--- src/rtl/display_pkg.sv ---
// ============================================================================
// Module : display_pkg
// Brief  : Shared constants, slot-state enum and width helper for the display
//          scan multiplexer.
// Rev    : 1.0 - initial release
// ============================================================================
`default_nettype none

package display_pkg;

    localparam int DEFAULT_NUM_DIGITS = 4;

    // Widest supported anode bus, all anodes off (active-low).
    localparam logic [7:0] AN_ALL_OFF = 8'hFF;

    typedef enum logic [0:0] {
        ST_BLANK = 1'b0,
        ST_ON    = 1'b1
    } slot_state_e;

    // Bit width needed to hold 0..n-1, never less than one.
    function automatic int clog2(input int n);
        int w;
        w = 1;
        while ((1 << w) < n) begin
            w = w + 1;
        end
        return w;
    endfunction

endpackage

`default_nettype wire

--- src/rtl/scan_tick_gen.sv ---
// ============================================================================
// Module : scan_tick_gen
// Brief  : Per-slot cycle counter; flags the last cycle of a slot and the last
//          cycle of the blanking window.
// Rev    : 1.0 - initial release
// ============================================================================
`default_nettype none

module scan_tick_gen
    import display_pkg::*;
#(
    parameter int PRESCALE     = 50000,
    parameter int BLANK_CYCLES = 16
) (
    input  logic clk,
    input  logic reset,
    output logic o_slot_wrap,
    output logic o_blank_end
);

    localparam int                CNT_W  = clog2(PRESCALE);
    localparam logic [CNT_W-1:0]  C_LAST = CNT_W'(PRESCALE - 1);

    logic [CNT_W-1:0] r_cnt;

    always_ff @(posedge clk or posedge reset) begin
        if (reset) begin
            r_cnt <= '0;
        end else if (r_cnt == C_LAST) begin
            r_cnt <= '0;
        end else begin
            r_cnt <= r_cnt + CNT_W'(1);
        end
    end

    assign o_slot_wrap = (r_cnt == C_LAST);

    // Strobe on the cycle before the count reaches BLANK_CYCLES so the
    // registered state turns ON exactly when the count does.
    generate
        if (BLANK_CYCLES > 0) begin : g_blank
            localparam logic [CNT_W-1:0] C_BLANK_LAST = CNT_W'(BLANK_CYCLES - 1);
            assign o_blank_end = (r_cnt == C_BLANK_LAST);
        end else begin : g_no_blank
            assign o_blank_end = 1'b0;
        end
    endgenerate

endmodule

`default_nettype wire

--- src/rtl/display_scan_mux.sv ---
// ============================================================================
// Module : display_scan_mux
// Brief  : Time-multiplexes an N-digit hex value onto a shared 7-segment bus
//          with per-slot blanking and frame-boundary double buffering.
//          Optional macro LEADING_ZERO_BLANK_EN suppresses leading zeros.
// Rev    : 1.0 - initial release
// ============================================================================
`default_nettype none

module display_scan_mux
    import display_pkg::*;
#(
    parameter int NUM_DIGITS   = DEFAULT_NUM_DIGITS,
    parameter int PRESCALE     = 50000,
    parameter int BLANK_CYCLES = 16
) (
    input  logic                         clk,
    input  logic                         reset,
    input  logic [4*NUM_DIGITS-1:0]      value_in,
    input  logic                         load,
    output logic                         pending,
    output logic [3:0]                   digit_out,
    output logic [NUM_DIGITS-1:0]        an,
    output logic [clog2(NUM_DIGITS)-1:0] digit_idx,
    output logic                         frame_start
);

    localparam int                    IDX_W      = clog2(NUM_DIGITS);
    localparam logic [NUM_DIGITS-1:0] C_AN_OFF   = AN_ALL_OFF[NUM_DIGITS-1:0];
    localparam logic [IDX_W-1:0]      C_IDX_LAST = IDX_W'(NUM_DIGITS - 1);

    slot_state_e                r_state;
    logic [IDX_W-1:0]           r_idx;
    logic [4*NUM_DIGITS-1:0]    r_display;
    logic [4*NUM_DIGITS-1:0]    r_pend_val;
    logic                       r_pending;
    logic [3:0]                 r_digit;
    logic [NUM_DIGITS-1:0]      r_an;
    logic                       r_frame_start;

    logic                       w_slot_wrap;
    logic                       w_blank_end;
    logic                       w_boundary;
    slot_state_e                w_state_next;
    logic [IDX_W-1:0]           w_idx_next;
    logic [4*NUM_DIGITS-1:0]    w_display_next;
    logic [4*NUM_DIGITS-1:0]    w_pend_val_next;
    logic                       w_pending_next;
    logic [NUM_DIGITS-1:0]      w_an_next;
    logic [3:0]                 w_digit_next;

`ifdef LEADING_ZERO_BLANK_EN
    // Bit k set when digit k (k > 0) and every digit above it are zero.
    function automatic logic [NUM_DIGITS-1:0] lz_mask(input logic [4*NUM_DIGITS-1:0] v);
        logic seen;
        seen    = 1'b0;
        lz_mask = '0;
        for (int k = NUM_DIGITS - 1; k >= 1; k--) begin
            seen       = seen | (v[4*k +: 4] != 4'h0);
            lz_mask[k] = ~seen;
        end
    endfunction
`endif

    scan_tick_gen #(
        .PRESCALE     (PRESCALE),
        .BLANK_CYCLES (BLANK_CYCLES)
    ) u_tick (
        .clk         (clk),
        .reset       (reset),
        .o_slot_wrap (w_slot_wrap),
        .o_blank_end (w_blank_end)
    );

    assign w_boundary = w_slot_wrap && (r_idx == C_IDX_LAST);

    always_ff @(posedge clk or posedge reset) begin
        if (reset) begin
            r_state <= ST_BLANK;
        end else begin
            r_state <= w_state_next;
        end
    end

    always_comb begin
        w_state_next = r_state;
        if (BLANK_CYCLES == 0) begin
            w_state_next = ST_ON;
        end else if (w_slot_wrap) begin
            w_state_next = ST_BLANK;
        end else if (w_blank_end) begin
            w_state_next = ST_ON;
        end
    end

    // Outputs are computed from next-cycle state so that the registered
    // anode and digit line up with the counter value they belong to.
    always_comb begin
        w_idx_next      = r_idx;
        w_display_next  = r_display;
        w_pend_val_next = r_pend_val;
        w_pending_next  = r_pending;
        w_an_next       = C_AN_OFF;

        if (w_slot_wrap) begin
            w_idx_next = w_boundary ? '0 : r_idx + IDX_W'(1);
        end

        // A load landing on the boundary bypasses the buffer entirely.
        if (w_boundary) begin
            if (load) begin
                w_display_next = value_in;
                w_pending_next = 1'b0;
            end else if (r_pending) begin
                w_display_next = r_pend_val;
                w_pending_next = 1'b0;
            end
        end else if (load) begin
            w_pend_val_next = value_in;
            w_pending_next  = 1'b1;
        end

        if (w_state_next == ST_ON) begin
            w_an_next[w_idx_next] = 1'b0;
        end
`ifdef LEADING_ZERO_BLANK_EN
        w_an_next = w_an_next | lz_mask(w_display_next);
`endif
        w_digit_next = w_display_next[{w_idx_next, 2'b00} +: 4];
    end

    always_ff @(posedge clk or posedge reset) begin
        if (reset) begin
            r_idx         <= '0;
            r_display     <= '0;
            r_pend_val    <= '0;
            r_pending     <= 1'b0;
            r_digit       <= 4'h0;
            r_an          <= C_AN_OFF;
            r_frame_start <= 1'b0;
        end else begin
            r_idx         <= w_idx_next;
            r_display     <= w_display_next;
            r_pend_val    <= w_pend_val_next;
            r_pending     <= w_pending_next;
            r_digit       <= w_digit_next;
            r_an          <= w_an_next;
            r_frame_start <= w_boundary;
        end
    end

    assign pending     = r_pending;
    assign digit_out   = r_digit;
    assign an          = r_an;
    assign digit_idx   = r_idx;
    assign frame_start = r_frame_start;

endmodule

`default_nettype wire

--- config.mk ---
export PLATFORM = sky130hd
export DESIGN_NAME = display_scan_mux
export DESIGN_NICKNAME = d
export VERILOG_FILES = /design/src/rtl/display_pkg.sv /design/src/rtl/scan_tick_gen.sv /design/src/rtl/display_scan_mux.sv
export SDC_FILE = /design/constraint.sdc
export NUM_CORES = 1
export LEC_CHECK = 0
export ABC_AREA = 1
export CORE_MARGIN = 2
export CORE_UTILIZATION = 60
export DETAILED_ROUTE_END_ITERATION = 6
export DONT_BUFFER_PORTS = 1
export PLACE_DENSITY = 0.76
export SLEW_MARGIN = 30
export SYNTH_ARGS = -nofsm -noshare
export SYNTH_HDL_FRONTEND = slang
export SYNTH_HIERARCHICAL = 1
export SYNTH_SLANG_ARGS = --single-unit
--- constraint.sdc ---
create_clock -name clk -period 5.39 [get_ports clk]
set_clock_uncertainty 0.1 [all_clocks]
set_input_delay 0.8085 -clock clk [delete_from_list [all_inputs] [get_ports clk]]
set_output_delay 0.8085 -clock clk [all_outputs]
set_load 0.05 [all_outputs]
After elaboration in Yosys (flattened, before gate mapping)
Index checks and enable logic that the tools add are counted.
Word-level totals
  flip-flop bits (word level): 61
  input bits: 19
  word-level logic and storage cells: 36
Cells by class
  add/subtract/negate cells: 2
  order comparisons: 2
  eq/ne operators: 3
  shift-type cells: 1
  multiplexer cells: 13
  bitwise logic cells: 2
  reduce and logical (&&, ||, !) cells: 4
Operator list (number)
  two-way mux 16 bit: 4
  adder 16 x 1 -> 16 bit (second input constant): 1
  equality test 16 bit (second input constant): 1
  equality test 16 x 4 -> 1 bit (second input constant): 1
  variable part select 16 x 5 -> 4 bit: 1
  two-way mux 1 bit: 5
  two-way mux 2 bit: 2
  two-way mux 4 bit: 1
  inverter 4 bit: 1
  < comparator 2 x 3 -> 1 bit (second input constant): 1
  adder 2 x 1 -> 2 bit (second input constant): 1
  demux 1 bit (select 2 bit): 1
  equality test 2 bit (second input constant): 1
  greater-or-equal comparator 2 x 1 -> 1 bit (second input constant): 1
  logical AND 1 bit: 2
  AND reduction 2 bit: 1
  nonzero test 2 bit: 1
  inverter 1 bit: 1

Depth between registers and ports, before layout
Gate-level depths: netlist of the first run.
  depth in word-level cells: 10
  gate-level depth with buffers: 15

Cells and area by module
Netlist of the first run, hierarchy kept.
By module, submodules not included
  display_scan_mux: instances 1, cells an instance 294, area each 2254.7 um^2
  scan_tick_gen: instances 1, cells an instance 127, area each 957.2 um^2

Worst setup path before layout of the first run
Ideal clock, no wire load.
  path kind: reg2reg
  start point: reg u_tick.r_cnt[0]
  end point: reg r_digit[0] (netlist: digit_out[0])
  arrival time: 1.675 ns
  data required time: 5.174 ns
  setup slack: 3.499 ns
  stages on the path, launching flop included: 15
  path buffers: 1
  period minus slack after synthesis: 1.891 ns
  path through: dfrtp_1 -> ha_1 -> nand3_2 -> nor2_1 -> nand2_1 -> inv_2 -> nand2_2 -> clkinv_4 -> o21ai_4 -> buf_6 -> nand2_1 -> nand3_1 -> nand2_1 -> inv_1 -> nand2_1
On the way
  longest elaborated chain between the ends: 5
RTL lines
  start, declared: line scan_tick_gen.sv:24  | logic [CNT_W-1:0] r_cnt;
  start signal, assigned: line scan_tick_gen.sv:32  | r_cnt <= r_cnt + CNT_W'(1);
  equality test 16 bit (*): line scan_tick_gen.sv:36  | assign o_slot_wrap = (r_cnt == C_LAST);
  net w_slot_wrap: line display_scan_mux.sv:41  | logic w_slot_wrap;
  logical AND 1 bit: line display_scan_mux.sv:75  | assign w_boundary = w_slot_wrap && (r_idx == C_IDX_LAST);
  two-way mux 2 bit: line display_scan_mux.sv:106  | w_idx_next = w_boundary ? '0 : r_idx + IDX_W'(1);
  two-way mux 2 bit: line display_scan_mux.sv:105  | if (w_slot_wrap) begin
  variable part select 16 x 5 -> 4 bit (*): line display_scan_mux.sv:129  | w_digit_next = w_display_next[{w_idx_next, 2'b00} +: 4];
  net w_digit_next[0]: line display_scan_mux.sv:50  | logic [3:0] w_digit_next;
  end signal, assigned: line display_scan_mux.sv:146  | r_digit <= w_digit_next;
  end, declared: line display_scan_mux.sv:37  | logic [3:0] r_digit;
Mark *: on every way through the listed nets, which the timed path passes. The rest lies on a longest branch.
A chain may end at the register's enable or synchronous reset.

Worst setup path after layout of the first run
  start point: reg u_tick.r_cnt[0]
  end point: reg r_pend_val[7]
On the way
  longest elaborated chain between the ends: 4
RTL lines
  equality test 16 bit: line scan_tick_gen.sv:36
  net w_slot_wrap: line display_scan_mux.sv:41
  logical AND 1 bit: line display_scan_mux.sv:75
  inverter 1 bit (no line)
  AND reduction 2 bit (no line)
  end signal, assigned: line display_scan_mux.sv:144  | r_pend_val <= w_pend_val_next;
  end, declared: line display_scan_mux.sv:35  | logic [4*NUM_DIGITS-1:0] r_pend_val;
The timed path passes the listed nets, and every way through them passes these cells.

==> run metrics, run 1 <==
outcome finished clean; global-route wire length before repair around 11000 um; DR WL/cell about 12 um; Seq/Total Area, Yosys a little under half; critical path endpoint category register; Compound-Gate Fraction of Synth Area about 4.3%; num rows 26; adder-cell area share of the yosys netlist less than 1%; GRT Util Overall 23.35%; Post-Layout Cell Count approximately 500; Area Growth Syn to Fin 7.402%; Sink Count just over 60; Synth cell types 30; Post-Syn Area around 0.0032 sq mm; first drt pass iteration count 4; Die H between 70 and 80 um; worst vdd ir 0.2082 mV; post-detail-place hpwl about 4300 um; worst hold slack 0.3448 ns; Worst Slack Setup Final between 2 and 3 ns; Tmin final 2.391 ns; worst min path class primary input to asynchronous set/reset pin; worst slack, placed approximately 3 ns; Ys Warns 6; Clock Path Buffers 2; Die Wd slightly below 80 um; Mapped Nets 442; worst skew pair latency 0.33 ns; vias in the first global route 2377; CTS Buf Count 9; Crit Path Category register to register; CTS tree done; Top Ports 31; Mapped Cells between 400 and 500; First DRT Iteration DRCs 228; nets approximately 440; Slew headroom 43.48%; placed cell count 480; Final ANT Viol Nets 0; Synth Area in XOR/XNOR ~1.9%; setup_tns 0 ns; most frequent cells in the layout nand2_1 (125), inv_1 (72), dfrtp_1 (56); maxcap violations 0; port bufs 0; largest family of logic cells by synthesized area simple AND/OR/NAND/NOR gates; crit-path max FO 32; final cycle utilization of the critical path between 40% and 50%; Leakage Power 0.001815 uW; routed vias about 2500; Residual DRC 0; grt total ovfl 0; Worst EP arrival 2.47 ns; post_cts resized 0; ratio of cells with drive above 1 in the final layout around 13%; Worst EP required approximately 5.5 ns; P per Cell Area approximately 270 mW/mm^2; H-tree levels 3; unrepaired setup endpoints after global routing no; Core Area 0.005140 sq mm; largest net degree at the start of global routing 46; Final Hold Vio Count 0; ANT cells 0; final setup vio count 0; vias per cell between 5 and 6; mux share of post-synthesis cell area 0%; Setup Buffers After CTS 0; Clock Tree Root clkbuf_8; fin util between 60 and 70%; total die area approximately 0.006 sq mm; Final Slew Violations 0; Synth Area in Simple Gates roughly a third; WL final about 6100 um; most common cell after layout, fill and taps aside nand2_1; clk slew on worst S/H paths approximately 0.070 ns; initial core utilization a little over three fifths; CP Launch Type register; initial antenna violation count 0; Avg Cell Area, Syn 7.629 sq um; hold buffers post-CTS 0; Max Freq between 400 and 500 MHz; Tightest Pin Transition roughly 0.85 ns; GPL Wtd Cong just over 0.9; register bit total from synthesis 61
[stage by stage]
step,cell area [sq um],total power (uW)
global placement,3237,523.6
finish,3450,937.5
detailed placement,3238,525.2
CTS,3448,945.3
floorplan,3212,517.9
global route,3450,975.3
[final timing paths]
kind | start | end | slack (ns) | cells after the start
max in group asynchronous | reset | pending | 4.35 | 1
min in group clk | r_pend_val[14] | r_pend_val[14] | 0.38 | 2
setup reg to reg | u_tick/r_cnt[0] | r_pend_val[7] | 3.00 | 8
hold / removal | reset | u_tick/r_cnt[14] | 0.34 | 1
setup / recovery | u_tick/r_cnt[0] | r_pend_val[7] | 3.00 | 8
hold reg to reg | r_pend_val[14] | r_pend_val[14] | 0.38 | 2
[synthesized netlist by cell type, drive strengths merged]
library cell  count  area (sq um)
nand2           137         544.3
inv              78         292.8
dfrtp            57          1426
nand3            39         205.2
nor2             33         151.4
o21ai            17         96.35
and2             16         100.1
buf              10         58.81
xor2              6         52.55
nand4             5         31.28
dfstp             4         105.1
nand3b            4         30.03
a21oi             3         18.77
o21bai            3         22.52
clkinv            2         12.51
ha                2         25.02
nor4              2         12.51
clkbuf            1         3.750
nor2b             1         13.76
xnor2             1         8.760
[power breakdown]
group / leakage (uW) / switching [uW] / internal (uW) / total [uW]
sequential: 0.000680 / 5.46 / 468 / 474
clock: 0.000102 / 183 / 239 / 421
combinational: 0.00103 / 29.3 / 13.0 / 42.2
[flip-flops by register name, indices dropped and copies added, names as in the netlist]
name,cells
an,4
digit_idx,2
digit_out,4
frame_start,1
pending,1
r_display,16
r_pend_val,16
r_state,1
u_tick/r_cnt,16
[cells by family after synthesis]
family          count (synthesis)
simple gates                  237
compound gates                 23
buf+inv                        91
xor+xnor                        7
flops                          61
fa+ha+maj                       2
[layout make-up]
type | instances | area (sq um)
well taps | 70 | 87.58
fillers | 461 | 1690
multi-input cells | 269 | 1313
flip-flops and latches | 61 | 1533
clock buffers | 11 | 151.4
clock inverters | 5 | 58.81
inverters | 80 | 306.5
[layer usage]
layer / wire (um) / track usage [%]
met3: 234 / 4.471
met4: 104 / 9.821
met1: 3196 / 35.09
met2: 2600 / 32.96
met5: 0 / 0
[critical path: stages (launching register included)]
cell	delay, ns
dfrtp_1	0.41
ha_1	0.23
nand3_2	0.15
nor2_1	0.18
nand2_1	0.10
inv_2	0.15
nand2_2	0.10
nand2_1	0.64
o21ai_0	0.18
No activity file was read; power rests on OpenSTA's default activity.
==> run 2: changes to the inputs <==
==> constraint.sdc (replaced) <==
create_clock -name clk -period 2.5 [get_ports clk]
set_clock_uncertainty 0.1 [all_clocks]
set_input_delay 0.375 -clock clk [delete_from_list [all_inputs] [get_ports clk]]
set_output_delay 0.375 -clock clk [all_outputs]
set_load 0.05 [all_outputs]
==> run 2 against run 1 <==
  * Final cell count up 1.0%
  * Global-route usage decreased by 0.71 points
  * Sequential power rose by 120%
  * First-iteration DRC count is 3.5% lower
  * Hold slack lost 0.25 ns
  * Sequential share of layout area fell by 0.73 points
  * Worst setup slack lost 2.7 ns
  * Largest power group unchanged
  * Highest routed layer unchanged
==> run metrics, run 2 (synthesized netlist as in run 1, its figures left out) <==
Worst EP required about 2.7 ns; Final Hold Vio Count 0; met3 GRT Util 4.353%; Clock Path Buffers 2; global-route wire length before repair 10430 um; Die H a little under 80 um; First DRT Iteration DRCs between 200 and 250; post-detail-place hpwl about 4300 um; Final Instance Area 0.003505 sq mm; setup_tns 0 ns; ratio of cells with drive above 1 in the final layout between 10% and 20%; placed instance area about 0.0033 sq mm; num rows 26; most frequent cells in the layout nand2_1 (125), inv_1 (72), dfrtp_1 (57); fin util 68.18%; Residual DRC 0; FF-to-FF Start u_tick/r_cnt[1]; DR WL/cell between 10 and 15 um; outcome finished clean; Post-Layout Cell Count around 500; Hold Path Origin load; Final ANT Viol Nets 0; unrepaired setup endpoints after global routing no; GPL Wtd Cong roughly 0.95; critical path launch point u_tick/r_cnt[1]; WL final 6191 um; total die area just under 0.006 sq mm; maxcap violations 0; final setup vio count 0; Tightest Pin Transition ~0.75 ns; Tmin final roughly 2.2 ns; largest net degree at the start of global routing between 40 and 50; vias in the first global route 2159; Leakage Power 0.001838 uW; H-tree levels 3; Sink Count 61; Regs by FF count r_display: 16 flops, r_pend_val: 16 flops, u_tick/r_cnt: 16 flops; Crit Path Category register to register; P per Cell Area about 600 mW/mm^2; met2 Usage GRT just over 30%; Setup Buffers After CTS 0; Worst EP arrival between 2 and 2.5 ns; initial antenna violation count 0; CTS Buf Count 9; grt met1 use a little over a third; Slew headroom about half; Clock Tree Root clkbuf_8; CP Launch Type register; Area Growth Syn to Fin 9.116%; routed vias 2491; worst hold slack 0.09617 ns; Max Freq ~450 MHz; CTS tree done; port bufs 0; Die Wd 77.17 um; FILL cells ~440; worst skew pair latency between 0.3 and 0.4 ns; vias per cell roughly 5; first drt pass iteration count 5; GRT Util Overall 22.64%; placed cell count approximately 480; clk slew on worst S/H paths approximately 0.08 ns; initial core utilization between 60 and 70%; final cycle utilization of the critical path between 80% and 90%; Final Slew Violations 0; Core Area between 0.005 and 0.006 sq mm; nets 447; crit-path max FO 10; Most Crowded Layer GR met1; grt total ovfl 0; ANT cells 0; most common cell after layout, fill and taps aside nand2_1; worst vdd ir 0.4284 mV; Top Ports 31; worst min path class primary input to register; critical path endpoint category register
## run 2: cell count changes in the layout (fill, tap and decap cells not counted)
cell | before | now
buf_4 | 0 | 3
bufinv_16 | 1 | 2
clkbuf_8 | 11 | 9
clkinv_2 | 2 | 1
clkinv_4 | 2 | 3
clkinvlp_4 | 2 | 3
dfrtp_1 | 56 | 57
dfrtp_2 | 1 | 0
dlygate4sd3_1 | 0 | 2
## run 2: where the power goes
| part | total, uW | switching [uW] | leakage (uW) | internal [uW] |
|---|---|---|---|---|
| Combinational | 96.7 | 65.6 | 0.00106 | 31.1 |
| Sequential | 1020 | 11.6 | 0.000680 | 1010 |
| Clock | 979 | 415 | 0.000102 | 564 |
| Total | 2100 | 493 | 0.00184 | 1600 |
## run 2: layout make-up
| class | instances | area (sq um) | share of cell area [%] |
|---|---|---|---|
| sequential | 61 | 1531 | 43.70 |
| multi-input combinational | 269 | 1313 | 37.45 |
| inverter | 80 | 306.5 | 8.747 |
| clock buffer | 9 | 123.9 | 3.534 |
| clock inverter | 7 | 100.1 | 2.856 |
| tap | 70 | 87.58 | 2.499 |
| timing repair buffer | 5 | 42.54 | 1.214 |
## run 2: through the flow
stage	total power [uW]	setup slack (ns)
6_report	2097	0.2723
2_1_floorplan	1117	0.6090
4_1_cts	2113	0.2790
3_3_place_gp	1131	0.3673
5_1_grt	2175	0.002144
3_5_place_dp	1134	0.3159
## run 2: per-layer routing
metal / share of wire, % / routed length [um]
met1: 52 / 3189
met2: 42 / 2576
met3: 5.1 / 314
met4: 1.8 / 110
met5: 0 / 0
## run 2: timing repair
item	4_1_cts	5_1_grt
hold buffers	1	1
gates resized for setup	0	0
hold endpoints to repair	16	27
## run 2: path summary, 6_finish.rpt
check / end / slack, ns / cells past startpoint
setup / recovery: digit_out[0] / 0.27 / 13
hold / removal: pending / 0.1 / 2
setup reg to reg: digit_out[0] / 0.27 / 13
hold reg to reg: u_tick/r_cnt[0] / 0.38 / 1
max in group asynchronous: digit_idx[1] / 1.34 / 2
min in group asynchronous: u_tick/r_cnt[10] / 0.45 / 2
## run 2: critical path: stages, from the launching register on
cell	delay, ns
dfrtp_1	0.39
ha_1	0.21
nand3_2	0.15
nor2_1	0.17
nand2_1	0.10
inv_2	0.17
inv_2	0.07
nand2_1	0.06
nand2_1	0.07
a21oi_1	0.36
nand3_1	0.14
nand2_1	0.09
inv_1	0.04
nand2_1	0.06
==> run 3: changes to the inputs <==
--- a/config.mk
+++ b/config.mk
@@ -10,6 +10,7 @@
 export CORE_UTILIZATION = 60
 export DETAILED_ROUTE_END_ITERATION = 6
 export DONT_BUFFER_PORTS = 1
+export GPL_TIMING_DRIVEN = 0
 export PLACE_DENSITY = 0.76
 export SLEW_MARGIN = 30
 export SYNTH_ARGS = -nofsm -noshare
==> run 3 against run 2 <==
  * Final cell count increased by 1.6%
  * Clock-buffer cell count increased by 3
  * Via count increased by 1.6%
  * Worst setup slack got worse by 0.046 ns
  * Sequential cell count unchanged
  * Largest cell class unchanged
  * Hold slack improved by 0.012 ns
  * Clock power increased by 2%
  * Maximum frequency decreased by 2.0%
  * Global-route usage increased by 0.55 points
==> run metrics, run 3 (synthesized netlist as in run 1, its figures left out) <==
outcome finished clean; Crit Path Category register to register; port bufs 0; final cycle utilization of the critical path about 90%; CP bufs+invs 3; WL final ~6300 um; Worst EP arrival between 2 and 2.5 ns; Area Growth Syn to Fin 11.34%; clk slew on worst S/H paths 0.07 ns; Residual DRC 0; largest net degree at the start of global routing 26; Leakage Power approximately 0.0019 uW; First DRT Iteration DRCs between 100 and 150; flop2flop setup slack around 0.23 ns; worst min path class primary input to register; setup_tns 0 ns; critical path's top delay family simple AND/OR/NAND/NOR gates; H-tree levels 3; final setup vio count 0; Max Freq about 440 MHz; Regs by FF count r_display: 16 flops, r_pend_val: 16 flops, u_tick/r_cnt: 16 flops; Core Area 0.005140 sq mm; first drt pass iteration count 5; Tmin final between 2 and 2.5 ns; Die Wd roughly 77 um; CTS Buf Count 9; Setup Buffers After CTS 0; Top Ports 31; FILL cells between 400 and 500; Final Slew Violations 0; ANT cells 0; worst vdd ir between 0.4 and 0.5 mV; unrepaired setup endpoints after global routing no; cells along the critical path ha_1 > nand3_2 > nor2_1 > nand2_1 > inv_2 > inv_2 > nand2_1 > nand2_1 > nor2_4 > nand3_1 > nand2_1 > inv_1 > nand2_1; global-route wire length before repair roughly 11000 um; maxcap violations 0; CP max stage delay around 0.39 ns; critical path endpoint category register; multi-input gate area in the final layout about 0.0013 sq mm; GRT Util Overall between 20% and 30%; ratio of cells with drive above 1 in the final layout around 15%; grt total ovfl 0; initial antenna violation count 0; Post-Layout Cell Count 509; Final ANT Viol Nets 0; Seq. cell area about 0.0015 sq mm; post-detail-place hpwl 4602 um; Clock Path Buffers 2; Sink Count approximately 60; placed cell count 492; total die area approximately 0.0060 sq mm; Worst EP required 2.67 ns; vias per cell between 4 and 5; routed vias about 2500; Die H approximately 77 um; most frequent cells in the layout nand2_1 (125), inv_1 (72), dfrtp_1 (57); placed instance area ~0.0033 sq mm; Worst path slowest cell dfrtp_1; Tightest Pin Transition approximately 0.64 ns; num rows 26; nets 455; DR WL/cell between 10 and 15 um; initial core utilization 62.49%; CTS tree done; most common cell after layout, fill and taps aside nand2_1; worst hold slack between 0.1 and 0.15 ns; Slew headroom a little under three fifths; vias in the first global route around 2300; Clock Tree Root clkbuf_8; GPL Wtd Cong between 0.8 and 0.9; P per Cell Area a little under 600 mW/mm^2; CP Launch Type register; crit-path max FO 10; Final Instance Area 0.003576 sq mm; CP most frequent cell nand2_1; worst skew pair latency around 0.34 ns; Final Hold Vio Count 0
==> run 3: stage by stage <==
| stage | setup WS [ns] | utilization, % | total power (uW) |
|---|---|---|---|
| detailed placement | 0.1823 | 64.73 | 1148 |
| finish | 0.2264 | 69.57 | 2130 |
| global placement | 0.2853 | 64.19 | 1139 |
| floorplan | 0.6090 | - | 1117 |
| CTS | 0.1707 | 69.30 | 2141 |
| global route | 0.02309 | 69.57 | 2205 |
==> run 3: power by group <==
part	switching (uW)	leakage [uW]	internal, uW
Clock	385	0.000116	613
Sequential	11.1	0.000680	1010
Combinational	73.9	0.00110	36.2
Total	470	0.00189	1660
==> run 3: worst reg2reg max path, stage by stage (launching register included) <==
cell	delay, ns
dfrtp_1	0.39
ha_1	0.22
nand3_2	0.17
nor2_1	0.18
nand2_1	0.10
inv_2	0.17
inv_2	0.07
nand2_1	0.14
nand2_1	0.19
nor2_4	0.19
nand3_1	0.11
nand2_1	0.08
inv_1	0.04
nand2_1	0.07
==> run 3: worst paths after layout <==
kind                            cells past startpoint            start             end
worst min-delay path                                2      value_in[4]   r_pend_val[4]
worst max register to register                     13  u_tick/r_cnt[0]    digit_out[3]
max in group asynchronous                           3            reset           an[1]
worst min register to register                      2   r_pend_val[13]  r_pend_val[13]
worst max-delay path                               13  u_tick/r_cnt[0]    digit_out[3]
min in group asynchronous                           2            reset   r_pend_val[0]
==> run 3: layer usage <==
metal	GRT usage [%]	vias up	part of all wire, %
li1	-	1294	-
met1	35.10	1177	52
met2	32.96	51	43
met3	3.882	10	3.1
met4	9.643	0	1.5
met5	0	-	0
==> run 3: cell type report <==
cell class | count | share of cell area [%]
inverter | 80 | 8.537
timing repair buffer | 2 | 1.050
clock inverter | 4 | 1.959
sequential | 61 | 42.83
tap | 70 | 2.449
buffer | 11 | 1.749
multi-input combinational | 269 | 37.09
clock buffer | 12 | 4.339
==> run 3: what timing repair did <==
| action | in CTS | in global routing |
|---|---|---|
| hold buffers | 1 | 0 |
| endpoints found under the setup margin | 0 | 2 |
| hold endpoints to repair | 36 | 0 |
| gates resized for setup | 0 | 3 |
